==> src/rtl/mem_responder.sv <==
// Synthesizable single-outstanding memory responder: captures one request,
// waits WAIT_CYCLES edges, then commits a write or returns read data with a one-cycle ready pulse.
module mem_responder #(
    parameter int ADDR_WIDTH  = 4,
    parameter int WIDTH       = 8,
    parameter int DEPTH       = 16,
    parameter int WAIT_CYCLES = 1
) (
    input  logic                  clk,
    input  logic                  rst,
    input  logic                  valid,
    input  logic                  wr_rd,
    input  logic [ADDR_WIDTH-1:0] addr,
    input  logic [WIDTH-1:0]      wdata,
    output logic [WIDTH-1:0]      rdata,
    output logic                  ready,
    output logic                  err,
    output logic [1:0]            state_dbg
);

    // Handshake: a request is taken on any IDLE edge with valid=1; inputs are then
    // ignored until the single-cycle ready (with err on out-of-range) has been returned.
    typedef enum logic [1:0] {
        S_IDLE = 2'd0,
        S_WAIT = 2'd1,
        S_RESP = 2'd2
    } state_t;

    localparam logic [ADDR_WIDTH:0] DEPTH_LIM = (ADDR_WIDTH + 1)'(DEPTH);

    state_t                state, state_n;
    logic [3:0]            cnt;
    logic                  wr_q;
    logic [ADDR_WIDTH-1:0] addr_q;
    logic [WIDTH-1:0]      wdata_q;
    logic [WIDTH-1:0]      mem [DEPTH];

    logic                  complete;
    logic                  req_wr;
    logic [ADDR_WIDTH-1:0] req_addr;
    logic [WIDTH-1:0]      req_wdata;
    logic                  in_range;

    assign state_dbg = state;

    // With zero wait states the request completes at its capture edge, so the
    // live inputs stand in for the latched copy while idle.
    always_comb begin
        req_wr    = wr_q;
        req_addr  = addr_q;
        req_wdata = wdata_q;
        if (state == S_IDLE) begin
            req_wr    = wr_rd;
            req_addr  = addr;
            req_wdata = wdata;
        end
        in_range = ({1'b0, req_addr} < DEPTH_LIM);
    end

    always_comb begin
        state_n  = state;
        complete = 1'b0;
        case (state)
            S_IDLE: begin
                if (valid) begin
                    if (WAIT_CYCLES == 0) begin
                        state_n  = S_RESP;
                        complete = 1'b1;
                    end else begin
                        state_n = S_WAIT;
                    end
                end
            end
            S_WAIT: begin
                if (cnt == 4'd1) begin
                    state_n  = S_RESP;
                    complete = 1'b1;
                end
            end
            S_RESP:  state_n = S_IDLE;
            default: state_n = S_IDLE;
        endcase
    end

    always_ff @(posedge clk) begin
        if (rst) state <= S_IDLE;
        else     state <= state_n;
    end

    always_ff @(posedge clk) begin
        if (rst) begin
            ready   <= 1'b0;
            err     <= 1'b0;
            rdata   <= '0;
            cnt     <= '0;
            wr_q    <= 1'b0;
            addr_q  <= '0;
            wdata_q <= '0;
            for (int i = 0; i < DEPTH; i++) mem[i] <= '0;
        end else begin
            ready <= complete;
            err   <= complete & ~in_range;
            if (state == S_IDLE && valid) begin
                wr_q    <= wr_rd;
                addr_q  <= addr;
                wdata_q <= wdata;
                cnt     <= 4'(WAIT_CYCLES);
            end else if (state == S_WAIT) begin
                cnt <= cnt - 4'd1;
            end
            if (complete) begin
                if (in_range) begin
                    if (req_wr) mem[req_addr] <= req_wdata;
                    else        rdata         <= mem[req_addr];
                end else if (!req_wr) begin
                    rdata <= '0;
                end
            end
        end
    end

endmodule

==> config.mk <==
export PLATFORM = sky130hd
export DESIGN_NAME = mem_responder
export DESIGN_NICKNAME = d
export VERILOG_FILES = /design/src/rtl/mem_responder.sv
export SDC_FILE = /design/constraint.sdc
export NUM_CORES = 1
export LEC_CHECK = 0
export CORE_ASPECT_RATIO = 0.9
export CORE_UTILIZATION = 35
export DETAILED_ROUTE_END_ITERATION = 16
export DONT_BUFFER_PORTS = 1
export PLACE_DENSITY_LB_ADDON = 0.15
export SLEW_MARGIN = 20
export SYNTH_ARGS = -nofsm -noshare
export SYNTH_HDL_FRONTEND = slang
export SYNTH_SLANG_ARGS = --single-unit
export TNS_END_PERCENT = 5
==> constraint.sdc <==
create_clock -name clk -period 3.5 [get_ports clk]
set_input_delay 0.525 -clock clk [delete_from_list [all_inputs] [get_ports clk]]
set_output_delay 0.525 -clock clk [all_outputs]
set_load 0.005 [all_outputs]
==> results of run 1 <==
[per-stage QoR]
step,util [%],hold WS [ns],area (um^2),instances
floorplan,-,0.436,6670,579
global placement,37.3,0.438,6920,800
detailed placement,37.3,0.449,6920,800
CTS,40.3,0.152,7470,832
global route,40.3,0.148,7470,832
finish,40.3,0.172,7470,832
[cells in the mapped netlist, types with 2 or more instances]
cell type / number
a211oi_1: 8
a21oi_1: 47
a22oi_1: 64
and3_1: 4
buf_2: 7
buf_4: 5
buf_6: 4
clkbuf_1: 20
dfxtp_1: 28
edfxtp_1: 128
ha_1: 2
inv_1: 4
mux2i_1: 9
nand2_1: 48
nand2b_1: 21
nand3_1: 4
nor2_1: 139
nor3_1: 5
nor4_1: 9
o21a_1: 3
o21ai_1: 3
xnor2_1: 2
[cell families after synthesis]
group / Yosys count / synth area share (%)
simple gates: 236 / 15.3
xor+xnor: 3 / 0.394
flops: 156 / 66.0
buf+inv: 40 / 3.11
other cells: 1 / 0.0562
compound gates: 131 / 13.3
fa+ha+maj: 2 / 0.375
mux: 10 / 1.52
[where the power goes]
group / total (mW) / switching [mW] / internal, mW
Clock: 1.76 / 0.721 / 1.03
Combinational: 0.440 / 0.316 / 0.124
Sequential: 2.12 / 0.0443 / 2.08
[final cells by class]
class / instances / area, um^2 / share of cell area (%)
sequential: 156 / 4400 / 58.9
multi-input combinational: 383 / 2100 / 28.1
clock buffer: 18 / 429 / 5.74
tap: 245 / 307 / 4.10
clock inverter: 14 / 129 / 1.72
timing repair buffer: 12 / 90.1 / 1.21
inverter: 4 / 15.0 / 0.201
[registers in the layout, summed over array words and instances (netlist names)]
name	flops
mem	128
rdata	8
wdata_q	8
addr_q	4
cnt	4
state_dbg	2
ready	1
wr_q	1
[worst min path at each step]
stage	from	depth (start not counted)	slack (ns)	end
2_1_floorplan	wdata_q[0]	2	0.44	wdata_q[0]
3_3_place_gp	wdata_q[3]	2	0.44	wdata_q[3]
3_5_place_dp	wdata_q[5]	2	0.45	wdata_q[5]
4_1_cts	rst	1	0.15	addr_q[1]
5_1_grt	rst	1	0.15	addr_q[2]
6_report	rst	1	0.17	addr_q[2]
[routing by layer]
metal | wire (um) | track usage [%] | vias to the layer above
met5 | 17 | 0 | -
met4 | 285 | 6.07 | 2
met3 | 1170 | 5.03 | 27
met2 | 8270 | 29.2 | 153
met1 | 8500 | 27.2 | 2210
li1 | - | - | 2097
[cells in the final DEF (no fill, tap or decap), types with 2 or more instances in the layout]
cell type | synthesis | layout
clkinv_1 | 0 | 3
ha_1 | 2 | 2
o21ai_1 | 3 | 3
nand2b_1 | 21 | 21
nand2_1 | 48 | 48
edfxtp_1 | 128 | 128
nor3_1 | 5 | 4
and3_1 | 4 | 4
mux2i_2 | 0 | 6
a22oi_1 | 64 | 64
inv_1 | 4 | 4
nor2_1 | 139 | 139
a21oi_1 | 47 | 47
bufinv_16 | 0 | 2
mux2i_1 | 9 | 2
clkinv_2 | 0 | 4
clkinvlp_4 | 0 | 5
a211oi_1 | 8 | 8
o21a_1 | 3 | 3
dfxtp_1 | 28 | 28
nand3_1 | 4 | 4
clkbuf_16 | 0 | 17
buf_4 | 5 | 12
xnor2_1 | 2 | 2
nor4_1 | 9 | 9
==> flow_summary_export.csv, run 1 <==
group,metric,value,unit
logic_synthesis,syn_avg_cell_area,11.5,um^2
placement,io_buffers,0,
floorplan,die_h,133,um
logic_synthesis,synth_area,0.00667,mm^2
power_and_ir_drop,ir_drop,0.266,mV
routing,vias,4489,
timing,relSlewSlack,27.9,%
timing,slew_violations,0,
setup_path,worst_setup_path_end_kind,"flop",
setup_path,path_buf_inv,0,
floorplan,io_pins,28,
cts,cts_buffers,17,
global_route,grt_overflow,0,
floorplan,die_x,148,um
cts,cts_resized,0,
outcome,status,"complete, no violations",
logic_synthesis,syn_nets,597,
routing,avgRoutedWirePerCell,21.9,um
setup_path,rrSetupSlack,0.49,ns
cts,postCtsHoldBufs,0,
floorplan,start_util,36.0,%
power_and_ir_drop,p_leak,2.48,nW
timing,grt_setup_unrepaired,"false",
global_route,grt.total_usage,19.4,%
placement,post-dp-hpwl,11.9,mm
placement,gp_congestion,0.827,
timing,period_needed,3.01,ns
setup_path,reg2reg_to,"mem[5][6]",
placement,place_ws,0.505,ns
logic_synthesis,synthArstFlopShare,0,%
setup_path,crit_end,"mem[5][6]",
timing,tns,0,ns
timing,setup_viol,0,
routing,remaining_drc_errors,0,
routing,viasPerCell,5.40,
cts,clock_latency,0.42,ns
run,maxCapViolations,0,
timing,hold_viol_final,0,
timing,tightest_slew,1.08,ns
logic_synthesis,ys_seq_area_share,66.0,%
routing,drt_first_pass_iters,5,
setup_path,critPathSlowestCell,"o21ai_4",
setup_path,start_kind,"flop",
setup_path,reg2reg_depth,5,
setup_path,path_depth,5,
routing,drtAntennaViolNets,0,
global_route,antenna_found_initial,1,
setup_path,required,3.57,ns
timing,timing.fmax,332,MHz
routing,drt_wl_total,18.2,mm
setup_path,crit_start,"state_dbg[1]",
logic_synthesis,synth_area_leaders,"edfxtp_1, dfxtp_1, nor2_1",
final_layout,area_growth,12.0,%
global_route,grt_pass1_wl,27.3,mm
cts,cts_root_buffer,"clkbuf_16",
floorplan,die_area,0.0196,mm^2
cts,htreeDepth,4,
routing,first_iter_violations,364,
cts,cts_buffer_depth,2,
final_layout,diodes,0,
setup_path,path_cells,"nor2_4, o21ai_4, and3_1, nand2_1, nand2b_1",
worst_hold_path,worstHoldPathType,"in -> reg",
cts,clkSlewWorstSetupHoldPaths,0.06,ns
cts,cts_tree,"built",
logic_synthesis,ys.flop_type,"edfxtp_1",
setup_path,slowest_delay,0.84,ns
setup_path,crit_family,"simple AND/OR/NAND/NOR gates",
floorplan,rows,47,
setup_path,reg2reg_from,"state_dbg[1]",
logic_synthesis,yosys_warnings,0,
final_layout,fillCellCount,1774,
cts,clock_sinks,156,
final_layout,drive_above_1_share,9.37,%
final_layout,fin_nets,592,
power_and_ir_drop,power_density,578,mW/mm^2
power_and_ir_drop,fin_total_pwr,4.32,mW
logic_synthesis,synth_edf_count,128,
timing,min_period_over_period,86.1,%
global_route,grt_pass1_vias,4405,
logic_synthesis,synth_top_area_share,57.6,%
global_route,grt_start_max_net_pins,45,
timing,fin_worst_skew,0.00569,ns
setup_path,crit_type,"reg -> reg",
cts,post-cts-setup-buffers,0,
logic_synthesis,ys_ff_latch,156,
logic_synthesis,syn_inst,579,
setup_path,cp_max_fo,33,
floorplan,core_area,0.0185,mm^2
setup_path,critical_path_arrival,3.08,ns
logic_synthesis,yosysUniqueCellTypes,37,
logic_synthesis,synth_area_leader_cell,"edfxtp_1",
timing,setup_ws,0.487,ns
Power figures use the tool's default switching activity.
==> inputs of run 2 (changes only) <==
- clock period: 3.5 -> 3.55 ns (I/O delays scaled with it)
==> run 2 against run 1 <==
  * Global-route usage fell by 0.28 points
  * Register-to-register slack improved by 0.06 ns
  * Count of clock-buffer cells in the layout did not move
  * Critical path depth did not move
==> flow_summary_export.csv, run 2 (same netlist as run 1, synthesis figures left out) <==
group,metric,value,unit
cts,postCtsHoldBufs,0,
setup_path,reg2reg_from,"state_dbg[0]",
timing,period_needed,3.00,ns
timing,tightest_slew,0.951,ns
power_and_ir_drop,power_density,579,mW/mm^2
cts,cts_buffers,17,
global_route,grt_start_max_net_pins,45,
timing,grt_setup_unrepaired,"false",
final_layout,final_cells,832,
final_layout,diodes,0,
cts,cts_root_buffer,"clkbuf_16",
global_route,grt_pass1_vias,4363,
timing,relSlewSlack,36.6,%
setup_path,start_kind,"flop",
placement,post-dp-hpwl,11.7,mm
routing,first_iter_violations,424,
routing,viasPerCell,5.44,
cts,cts_tree,"built",
setup_path,cp_max_fo,33,
timing,fin_worst_skew,0.00772,ns
setup_path,crit_end,"mem[5][0]",
setup_path,crit_type,"reg -> reg",
cts,cts_resized,0,
run,maxCapViolations,0,
floorplan,die_area,0.0196,mm^2
cts,clock_sinks,156,
floorplan,rows,47,
global_route,grt_pass1_wl,27.0,mm
final_layout,final_common_cell,"nor2_1",
final_layout,largest_reg_flops,128,
final_layout,drive_above_1_share,9.20,%
final_layout,area_growth,12.5,%
power_and_ir_drop,clkPwrFrac,42.0,%
floorplan,core_area,0.0185,mm^2
placement,dpl.cell_count,800,
cts,htreeDepth,4,
timing,timing.fmax,333,MHz
routing,remaining_drc_errors,0,
placement,io_buffers,0,
setup_path,rrSetupSlack,0.55,ns
setup_path,crit_start,"state_dbg[0]",
final_layout,fillCellCount,1781,
final_layout,final_cell_mix,"nor2_1, edfxtp_1, a22oi_1",
setup_path,reg2reg_to,"mem[5][0]",
timing,slew_violations,0,
setup_path,required,3.62,ns
power_and_ir_drop,swShare,24.9,%
routing,drtAntennaViolNets,0,
setup_path,worst_setup_path_end_kind,"flop",
global_route,grt.total_usage,19.1,%
power_and_ir_drop,p_leak,2.50,nW
timing,setup_viol,0,
power_and_ir_drop,pwr-share-comb,9.9,%
global_route,antenna_found_initial,0,
routing,drt_first_pass_iters,5,
timing,hold_viol_final,0,
routing,drt_wl_total,18.0,mm
timing,min_period_over_period,84.5,%
cts,clock_latency,0.43,ns
floorplan,io_pins,28,
power_and_ir_drop,ir_drop,0.252,mV
routing,vias,4528,
power_and_ir_drop,p_sw,1.08,mW
cts,cts_buffer_depth,2,
final_layout,largestRegisters,"mem (128), rdata (8), wdata_q (8)",
timing,tns,0,ns
floorplan,die_h,133,um
cts,clkSlewWorstSetupHoldPaths,0.06,ns
power_and_ir_drop,power_frac_seq,48.1,%
floorplan,die_x,148,um
power_and_ir_drop,p_int,3.26,mW
global_route,grt_overflow,0,
outcome,status,"complete, no violations",
cts,post-cts-setup-buffers,0,
final_layout,largest_register,"mem",
worst_hold_path,worstHoldPathType,"in -> reg",
floorplan,start_util,36.0,%
setup_path,critical_path_arrival,3.07,ns
final_layout,fin_nets,592,
setup_path,reg2reg_depth,5,
placement,gp_congestion,0.816,
routing,avgRoutedWirePerCell,21.7,um
## run 2: changes by cell type in the layout (fill, tap and decap cells not counted), sizes merged
| cell | previous run | this run |
|---|---|---|
| clkinvlp | 5 | 3 |
| bufinv | 2 | 3 |
| inv | 4 | 5 |
## run 2: power by group through the flow
| stage | logic, mW | registers, mW | clock network [mW] |
|---|---|---|---|
| after floorplan | 0.298 | 2.11 | 0 |
| after CTS | 0.430 | 2.09 | 1.83 |
| after global routing | 0.469 | 2.10 | 1.91 |
| after detailed placement | 0.430 | 2.13 | 0 |
| final | 0.431 | 2.09 | 1.82 |
| after global placement | 0.426 | 2.13 | 0 |
## run 2: per-stage QoR
stage,utilization [%],power [mW],hold slack [ns],worst slack (ns),cell area [um^2]
floorplan,-,2.41,0.436,1.33,6670
global placement,37.3,2.55,0.436,0.587,6920
detailed placement,37.3,2.56,0.447,0.575,6920
CTS,40.5,4.35,0.155,0.554,7500
global route,40.5,4.47,0.150,0.364,7500
finish,40.5,4.34,0.171,0.550,7500
## run 2: worst max-delay path, cell delays in order (launching register included)
cell	delay, ns
dfxtp_1	0.49
nor2_4	0.24
o21ai_4	0.79
and3_1	0.39
nand2_1	0.27
nand2b_1	0.45
## run 2: metal layers
layer / GRT usage (%) / part of all wire (%) / up-vias
li1: - / - / 2100
met1: 26.9 / 47 / 2282
met2: 29.0 / 46 / 120
met3: 4.07 / 5.3 / 26
met4: 6.93 / 1.6 / 0
met5: 0 / 0 / -
## run 2: worst min path at each step
stage	cells past startpoint	to	startpoint	slack [ns]
finish	1	addr_q[0]	rst	0.17
global route	1	wdata_q[3]	rst	0.15
CTS	1	wdata_q[3]	rst	0.15
detailed placement	2	wdata_q[5]	wdata_q[5]	0.45
global placement	2	wdata_q[3]	wdata_q[3]	0.44
floorplan	2	wdata_q[0]	wdata_q[0]	0.44
## run 2: cell type report
class / instances / area (um^2) / share of cell area (%)
clock buffers: 18 / 429 / 5.72
clock inverters: 14 / 151 / 2.02
inverters: 4 / 15.0 / 0.200
multi-input cells: 383 / 2110 / 28.1
flip-flops and latches: 156 / 4400 / 58.7
well taps: 245 / 307 / 4.09
repair buffers: 12 / 90.1 / 1.20
